==> src/rtl/ps2_dev_port.sv <==
// PS/2 device-side emulator port. Bytes queued from the HPS side are sent as
// device-to-host frames, with host clock inhibit aborting the frame so it can
// be retried. Host-to-device command frames are received, checked and acked.
//
// Handshake: wr is a one-cycle push strobe with no ready; full tells the
// writer to stop, and a wr while full is dropped and flagged on overflow.
module ps2_dev_port #(
  parameter int PS2DIV    = 1000,
  parameter int FIFO_BITS = 3,
  parameter int RX_EN     = 1
) (
  input  logic       clk_sys,
  input  logic       reset_n,
  input  logic       wr,
  input  logic [7:0] din,
  output logic       full,
  output logic       empty,
  output logic       overflow,
  output logic       busy,
  input  logic       ps2_clk_in,
  input  logic       ps2_data_in,
  output logic       ps2_clk_out,
  output logic       ps2_data_out,
  output logic [7:0] rx_byte,
  output logic       rx_strobe,
  output logic       rx_error
);

  localparam int DW = (PS2DIV > 1) ? $clog2(PS2DIV) : 1;
  localparam int DEPTH = 1 << FIFO_BITS;
  localparam logic [DW-1:0] DIV_LAST = DW'(PS2DIV - 1);

  typedef enum logic [1:0] {IDLE, TX, RX, ACK} state_t;

  state_t state, state_d;

  logic [DW-1:0]      div;
  logic               phase;
  logic               rise_tick, fall_tick;
  logic               clk_meta, clk_s, data_meta, data_s;
  logic [7:0]         mem [DEPTH];
  logic [FIFO_BITS:0] wr_ptr, rd_ptr;
  logic [7:0]         head;
  logic               push;
  logic               rts_seen;
  logic [3:0]         tx_cnt, rx_cnt;
  logic [7:0]         tx_sh;
  logic               tx_par;
  logic [8:0]         rx_sh;
  logic               rx_stop;
  logic               start_tx, start_rx, tx_step, tx_done, tx_abort, rx_step, ack_done;

  // Phase flips each time the divider wraps; the flip direction names the tick.
  assign rise_tick = (div == DIV_LAST) && !phase;
  assign fall_tick = (div == DIV_LAST) && phase;

  assign empty = (wr_ptr == rd_ptr);
  assign full  = (wr_ptr[FIFO_BITS-1:0] == rd_ptr[FIFO_BITS-1:0]) &&
                 (wr_ptr[FIFO_BITS] != rd_ptr[FIFO_BITS]);
  assign push  = wr && !full;
  assign head  = mem[rd_ptr[FIFO_BITS-1:0]];

  assign busy        = (state != IDLE);
  assign ps2_clk_out = busy ? phase : 1'b1;

  // Free-running half-period divider.
  always_ff @(posedge clk_sys or negedge reset_n) begin
    if (!reset_n) begin
      div   <= '0;
      phase <= 1'b1;
    end else if (div == DIV_LAST) begin
      div   <= '0;
      phase <= ~phase;
    end else begin
      div <= div + 1'b1;
    end
  end

  // Two-flop synchronisers for the wired-AND lines, idle-high after reset.
  always_ff @(posedge clk_sys or negedge reset_n) begin
    if (!reset_n) begin
      clk_meta  <= 1'b1;
      clk_s     <= 1'b1;
      data_meta <= 1'b1;
      data_s    <= 1'b1;
    end else begin
      clk_meta  <= ps2_clk_in;
      clk_s     <= clk_meta;
      data_meta <= ps2_data_in;
      data_s    <= data_meta;
    end
  end

  // FIFO storage; only the pointers need reset.
  always_ff @(posedge clk_sys) begin
    if (push) mem[wr_ptr[FIFO_BITS-1:0]] <= din;
  end

  // FIFO pointers and overflow flag; a pop only happens when a frame completes.
  always_ff @(posedge clk_sys or negedge reset_n) begin
    if (!reset_n) begin
      wr_ptr   <= '0;
      rd_ptr   <= '0;
      overflow <= 1'b0;
    end else begin
      overflow <= wr && full;
      if (push)    wr_ptr <= wr_ptr + 1'b1;
      if (tx_done) rd_ptr <= rd_ptr + 1'b1;
    end
  end

  // State register.
  always_ff @(posedge clk_sys or negedge reset_n) begin
    if (!reset_n) state <= IDLE;
    else          state <= state_d;
  end

  // Next-state and per-tick control strobes for the datapath.
  always_comb begin
    state_d  = state;
    start_tx = 1'b0;
    start_rx = 1'b0;
    tx_step  = 1'b0;
    tx_done  = 1'b0;
    tx_abort = 1'b0;
    rx_step  = 1'b0;
    ack_done = 1'b0;
    case (state)
      IDLE: begin
        if (rise_tick) begin
          if ((RX_EN != 0) && rts_seen && clk_s && !data_s) begin
            state_d  = RX;
            start_rx = 1'b1;
          end else if (!empty && clk_s) begin
            state_d  = TX;
            start_tx = 1'b1;
          end
        end
      end
      TX: begin
        // Host holding our released clock low means inhibit: drop the frame.
        if (fall_tick && (tx_cnt <= 4'd9) && !clk_s) begin
          state_d  = IDLE;
          tx_abort = 1'b1;
        end else if (rise_tick) begin
          if (tx_cnt == 4'd11) begin
            state_d = IDLE;
            tx_done = 1'b1;
          end else begin
            tx_step = 1'b1;
          end
        end
      end
      RX: begin
        if (rise_tick) begin
          rx_step = 1'b1;
          if (rx_cnt == 4'd9) state_d = ACK;
        end
      end
      ACK: begin
        if (rise_tick) begin
          state_d  = IDLE;
          ack_done = 1'b1;
        end
      end
      default: state_d = IDLE;
    endcase
  end

  // Frame datapath: shift registers, bit counters, data drive and RX results.
  always_ff @(posedge clk_sys or negedge reset_n) begin
    if (!reset_n) begin
      rts_seen     <= 1'b0;
      tx_cnt       <= '0;
      rx_cnt       <= '0;
      tx_sh        <= '0;
      tx_par       <= 1'b1;
      rx_sh        <= '0;
      rx_stop      <= 1'b0;
      ps2_data_out <= 1'b1;
      rx_byte      <= '0;
      rx_strobe    <= 1'b0;
      rx_error     <= 1'b0;
    end else begin
      rx_strobe <= 1'b0;
      rx_error  <= 1'b0;

      if (start_rx)
        rts_seen <= 1'b0;
      else if ((RX_EN != 0) && (state == IDLE) && !clk_s && !data_s)
        rts_seen <= 1'b1;

      if (start_tx) begin
        tx_cnt       <= 4'd1;
        ps2_data_out <= 1'b0;
        tx_sh        <= head;
        tx_par       <= 1'b1;
      end else if (tx_step) begin
        tx_cnt <= tx_cnt + 4'd1;
        if (tx_cnt <= 4'd8) begin
          ps2_data_out <= tx_sh[0];
          tx_par       <= tx_par ^ tx_sh[0];
          tx_sh        <= {1'b0, tx_sh[7:1]};
        end else if (tx_cnt == 4'd9) begin
          ps2_data_out <= tx_par;
        end else begin
          ps2_data_out <= 1'b1;
        end
      end else if (tx_done || tx_abort) begin
        tx_cnt       <= '0;
        ps2_data_out <= 1'b1;
      end

      if (start_rx) begin
        rx_cnt <= '0;
      end else if (rx_step) begin
        rx_cnt <= rx_cnt + 4'd1;
        if (rx_cnt <= 4'd8) begin
          rx_sh <= {data_s, rx_sh[8:1]};
        end else begin
          rx_stop      <= data_s;
          ps2_data_out <= 1'b0;
        end
      end

      if (ack_done) begin
        ps2_data_out <= 1'b1;
        if ((^rx_sh) && rx_stop) begin
          rx_byte   <= rx_sh[7:0];
          rx_strobe <= 1'b1;
        end else begin
          rx_error <= 1'b1;
        end
      end
    end
  end

endmodule

==> config.mk <==
export PLATFORM = sky130hd
export DESIGN_NAME = ps2_dev_port
export DESIGN_NICKNAME = d
export VERILOG_FILES = /design/src/rtl/ps2_dev_port.sv
export SDC_FILE = /design/constraint.sdc
export NUM_CORES = 1
export LEC_CHECK = 0
export CAP_MARGIN = 5
export CORE_MARGIN = 5
export CORE_UTILIZATION = 49
export CTS_BUF_LIST = sky130_fd_sc_hd__clkbuf_4 sky130_fd_sc_hd__clkbuf_8 sky130_fd_sc_hd__clkbuf_16
export CTS_CLUSTER_SIZE = 10
export DETAILED_ROUTE_END_ITERATION = 8
export PLACE_DENSITY_LB_ADDON = 0.08
export SETUP_SLACK_MARGIN = 0.3
export SYNTH_ARGS = -nofsm -noshare
export SYNTH_HDL_FRONTEND = slang
export SYNTH_SLANG_ARGS = --single-unit
export TNS_END_PERCENT = 5
==> constraint.sdc <==
create_clock -name clk_sys -period 2.2 [get_ports clk_sys]
set_input_delay 0.44 -clock clk_sys [delete_from_list [all_inputs] [get_ports clk_sys]]
set_output_delay 0.44 -clock clk_sys [all_outputs]
set_load 0.05 [all_outputs]
==> results.env <==
RUN_STATUS='finished, final reports clean'
SYNTH_COMPOUND_GATE_AREA_SHARE_PCT=6.34
AREA_DELTA_SYNTH_FINAL_PCT=26.9
ROWS=39
SYNTHSIMPLEGATEAREAFRAC_PCT=10.3
NETLIST.TOP_CELL.BY_AREA='edfxtp_1'
ANTENNA_FOUND_INITIAL=0
MAPPEDNETLISTNETS=416
DETAIL-ROUTE-ANTENNA-NETS=0
MET3WIRELENGTH_UM=322
YOSYS-TOP-CELLS-COUNT='edfxtp_1, dfrtp_1, nand2_1, mux2_2, nor2_1'
WORSTSETUPSTARTPOINTTYPE='flop'
FIN_WORST_HOLD_SLACK_NS=0.354
TIMING.SETUP.CRITICAL_PATH_CLASS='reg2reg'
FILLERINSTANCES=839
REG2REG_DEPTH=6
POWERDENSITY_nW_PER_UM2=898
HP-CLASS='reg2reg'
SYNTH-EDFF-COUNT=64
CLKSINKCOUNT=129
POST-LAYOUT-TOTAL-POWER_mW=6.37
SYNTH_LARGEST_TYPE_AREA_FRACTION_PCT=34.4
WHS_PATH_DEPTH=0
CORE_UM2=11300
FINALSETUPVIOLCOUNT=0
END_OF_THE_WORST_REGISTER_TO_REGISTER_PATH='rx_byte[6]'
MIN_PERIOD_OVER_PERIOD_PCT=92.6
DIE_HEIGHT_UM=117
REG2REG_SETUP_SLACK_NS=0.16
CRIT_REQUIRED_NS=2.49
PEAKVDDDROP_V=0.000860
HTREE_LEVELS=4
FIN_WORST_SKEW_NS=0.00964
INSERTED_CLOCK_BUFFERS=17
WORSTPATHBUFFERINVERTERCOUNT=1
PLACE.PORT_BUFFERS=28
RSZ_0062_RAISED_AFTER_GLOBAL_ROUTING='true'
MAXCAPVIOLCOUNT=0
POST_SYNTH_FA_HA_MAJ_AREA_FRACTION_PCT=2.24
FRACTION_OF_FINAL_LAYOUT_CELLS_SIZED_BEYOND_DRIVE_STRENGTH_1_PCT=29.1
ROUTE.VIAS.TOTAL=3343
GRT.OVERFLOW.TOTAL=0
MAX_STAGE_DELAY_NS=0.42
FINAL_NET_COUNT=485
DETAIL_ROUTE.DRC_VIOLATIONS=0
CRIT_ARRIVAL_NS=2.33
ANTENNA_CELLS_INSERTED=0
CRITICAL_PATH.REG2REG.STARTPOINT='phase'
IOS=29
PROPORTION_OF_SYNTHESIZED_FLIP_FLOPS_HAVING_ASYNCHRONOUS_SET_OR_RESET_PCT=50.4
FIRST_GLOBAL_VIAS=3345
CRIT_FAMILY='simple AND/OR/NAND/NOR gates'
YOSYSMOSTFREQUENTCELL='edfxtp_1'
CRITICAL_PATH.CELL_CHAIN='nand3b_1, nor4_4, or3b_4, o21ai_4, buf_12, mux2_4'
POST_SYNTH.CELL_AREA_AVG_UM2=14.2
MET2_WIRELENGTH_UM=5020
FP.DIEW_UM=117
GRTUSAGETOTAL_PCT=16.0
PLACE_CONGESTION=0.847
GRT_PASS1_WL_UM=16300
SYNTH-XOR-AREA-SHARE_PCT=4.01
MAXUSEDROUTINGLAYER='met4'
SYNTH_TOP_FAMILY_BY_AREA='multiplexers'
CLOCK_LATENCY_NS=0.41
TIMING.MAX_SLEW.REL_SLACK_PCT=51.8
CTS_TREE='yes'
WIRE_PER_INST_UM=16.1
PEAK_CLOCK_FREQUENCY_SUPPORTED_BY_TIMING_MHz=491
CPMAXSTAGEDELAYCELL='or3b_4'
PATH_MAX_FANOUT=7
CTS.CLK_SLEW.WORST_PATHS_NS=0.05
POWER.STATIC_LEAKAGE_nW=2.92
POSTSYNTHCELLCOUNT=393
FINAL_PERIOD_MINUS_WORST_SETUP_SLACK_NS=2.04
FRACTION_OF_THE_YOSYS_AREA_TAKEN_BY_SEQUENTIAL_CELLS_PCT=63.7
SYNTH_TOP_FLOP_CELL='edfxtp_1'
MAXIMUM_NUMBER_OF_PINS_ON_ONE_NET_BEFORE_GLOBAL_ROUTE_REPAIR=30
SYNTH.CELL_AREA_UM2=5590
SYNTH.DISTINCT_CELLS=49
MULTIPLEXER_SHARE_OF_THE_SYNTHESIZED_AREA_PCT=11.5
CRIT_PATH_END_KIND='flop'
CLOCK_ROOT_BUFFER='clkbuf_16'
DP_HPWL_UM=6770
VIA_PER_INST=5.41
DIE_AREA_UM2=13600
SETUP_TOTAL_NEGATIVE_SLACK_NS=0
SYNTH.AREA.TOP_CELLS='edfxtp_1, dfrtp_1, mux4_2'
DRV_SLEW=0
DRT_ITER0_MARKERS=138
HOLD-PATH-ENDPOINT='data_s'
MET1_LENGTH_UM=4350
WORST_PIN_SLEW_NS=0.722
CTS.PATH.MAX_BUFFERS=2
HP-START='data_meta'
WL_UM=9930
REPORT.FINAL.HOLD_VIOL_COUNT=0
FLOPS_LATCHES_SYNTH=129
SYNTH.YOSYS.WARNINGS=0
DRT_PRE_ANTENNA_ITERS=4
INITIAL_CORE_UTIL_PCT=49.6
-- repair_timing --
item | CTS | global route
hold buffers | 1 | 0
setup buffers | 6 | 3
pin swaps | 4 | 4
resized for setup | 10 | 9
cloned | 0 | 1
endpoints found under the hold margin | 6 | 0
setup endpoints to repair | 55 | 100
-- worst max-delay path by stage --
stage,start,to,slack (ns),cells past startpoint
final,phase,rx_byte[6],0.16,6
after global routing,phase,rx_byte[7],0.12,6
after CTS,div[0],rx_byte[0],0.12,7
after detailed placement,div[1],rx_byte[6],0.04,6
after global placement,div[0],rx_byte[0],0.08,6
after floorplan,div[0],rx_byte[0],0.20,6
-- sequential cells by signal, indices dropped and copies added, names as in the netlist, 2 cells and up --
register / flops
rx_sh: 9
div: 10
tx_sh: 8
wr_ptr: 4
tx_cnt: 4
state: 2
rx_byte: 8
rd_ptr: 4
rx_cnt: 4
mem: 64
-- cell families after synthesis --
family / after synthesis
multiplexers: 42
adder cells (fa/ha/maj): 10
AND/OR/NAND/NOR: 104
AO/OA/AOI/OAI: 56
flip-flops: 129
XOR/XNOR: 24
buffers and inverters: 28
-- power by group --
part / switching (mW) / total, mW / internal [mW]
registers: 0.0735 / 2.85 / 2.77
logic: 0.388 / 0.679 / 0.291
clock network: 0.988 / 2.84 / 1.85
-- metal layers --
layer  vias up  track usage, %
li1       1604               -
met1      1672            20.0
met2        48            25.6
met3        19            4.83
met4         0            7.49
met5         -               0
-- metrics by stage --
stage                     utilization, %  cells  instance area (um2)  worst slack [ns]
after floorplan                        -    393                 5690             0.203
after global placement              55.8    575                 6290            0.0838
after detailed placement            55.8    575                 6290            0.0370
after CTS                           62.2    614                 7010             0.117
after global routing                62.9    618                 7090             0.118
final                               62.9    618                 7090             0.162
-- cell usage in the layout (no fill, tap or decap), types with 3 or more instances in the layout --
cell / n
edfxtp_1: 64
nand2b_1: 4
bufinv_16: 3
o21ai_0: 14
a211oi_1: 6
nand3_1: 9
dfstp_2: 7
nand2_1: 28
mux2_4: 7
nor2_1: 11
mux2i_1: 8
mux2_2: 11
ha_1: 9
clkdlybuf4s50_1: 22
nand4_1: 6
buf_12: 4
nor2b_1: 12
a21oi_1: 15
buf_4: 34
inv_1: 14
mux4_2: 16
clkbuf_16: 17
clkinvlp_4: 3
xnor2_1: 14
nor2_2: 4
xor2_1: 9
dfrtp_1: 57
a31oi_1: 4
o211ai_1: 4
clkinv_4: 3
-- layout make-up --
class / instances / area [um2] / share of cell area (%)
clock inverters: 12 / 156 / 2.21
repair buffers: 63 / 579 / 8.17
well taps: 143 / 179 / 2.52
inverters: 14 / 52.6 / 0.741
clock buffers: 20 / 460 / 6.50
multi-input cells: 237 / 2100 / 29.7
flip-flops and latches: 129 / 3560 / 50.2
-- worst reg2reg max path: stages, from the launching register on --
cell	delay [ns]
dfstp_2	0.40
nand3b_1	0.20
nor4_4	0.29
or3b_4	0.42
o21ai_4	0.16
buf_12	0.15
mux2_4	0.30
(Power assumes the default switching activity.)
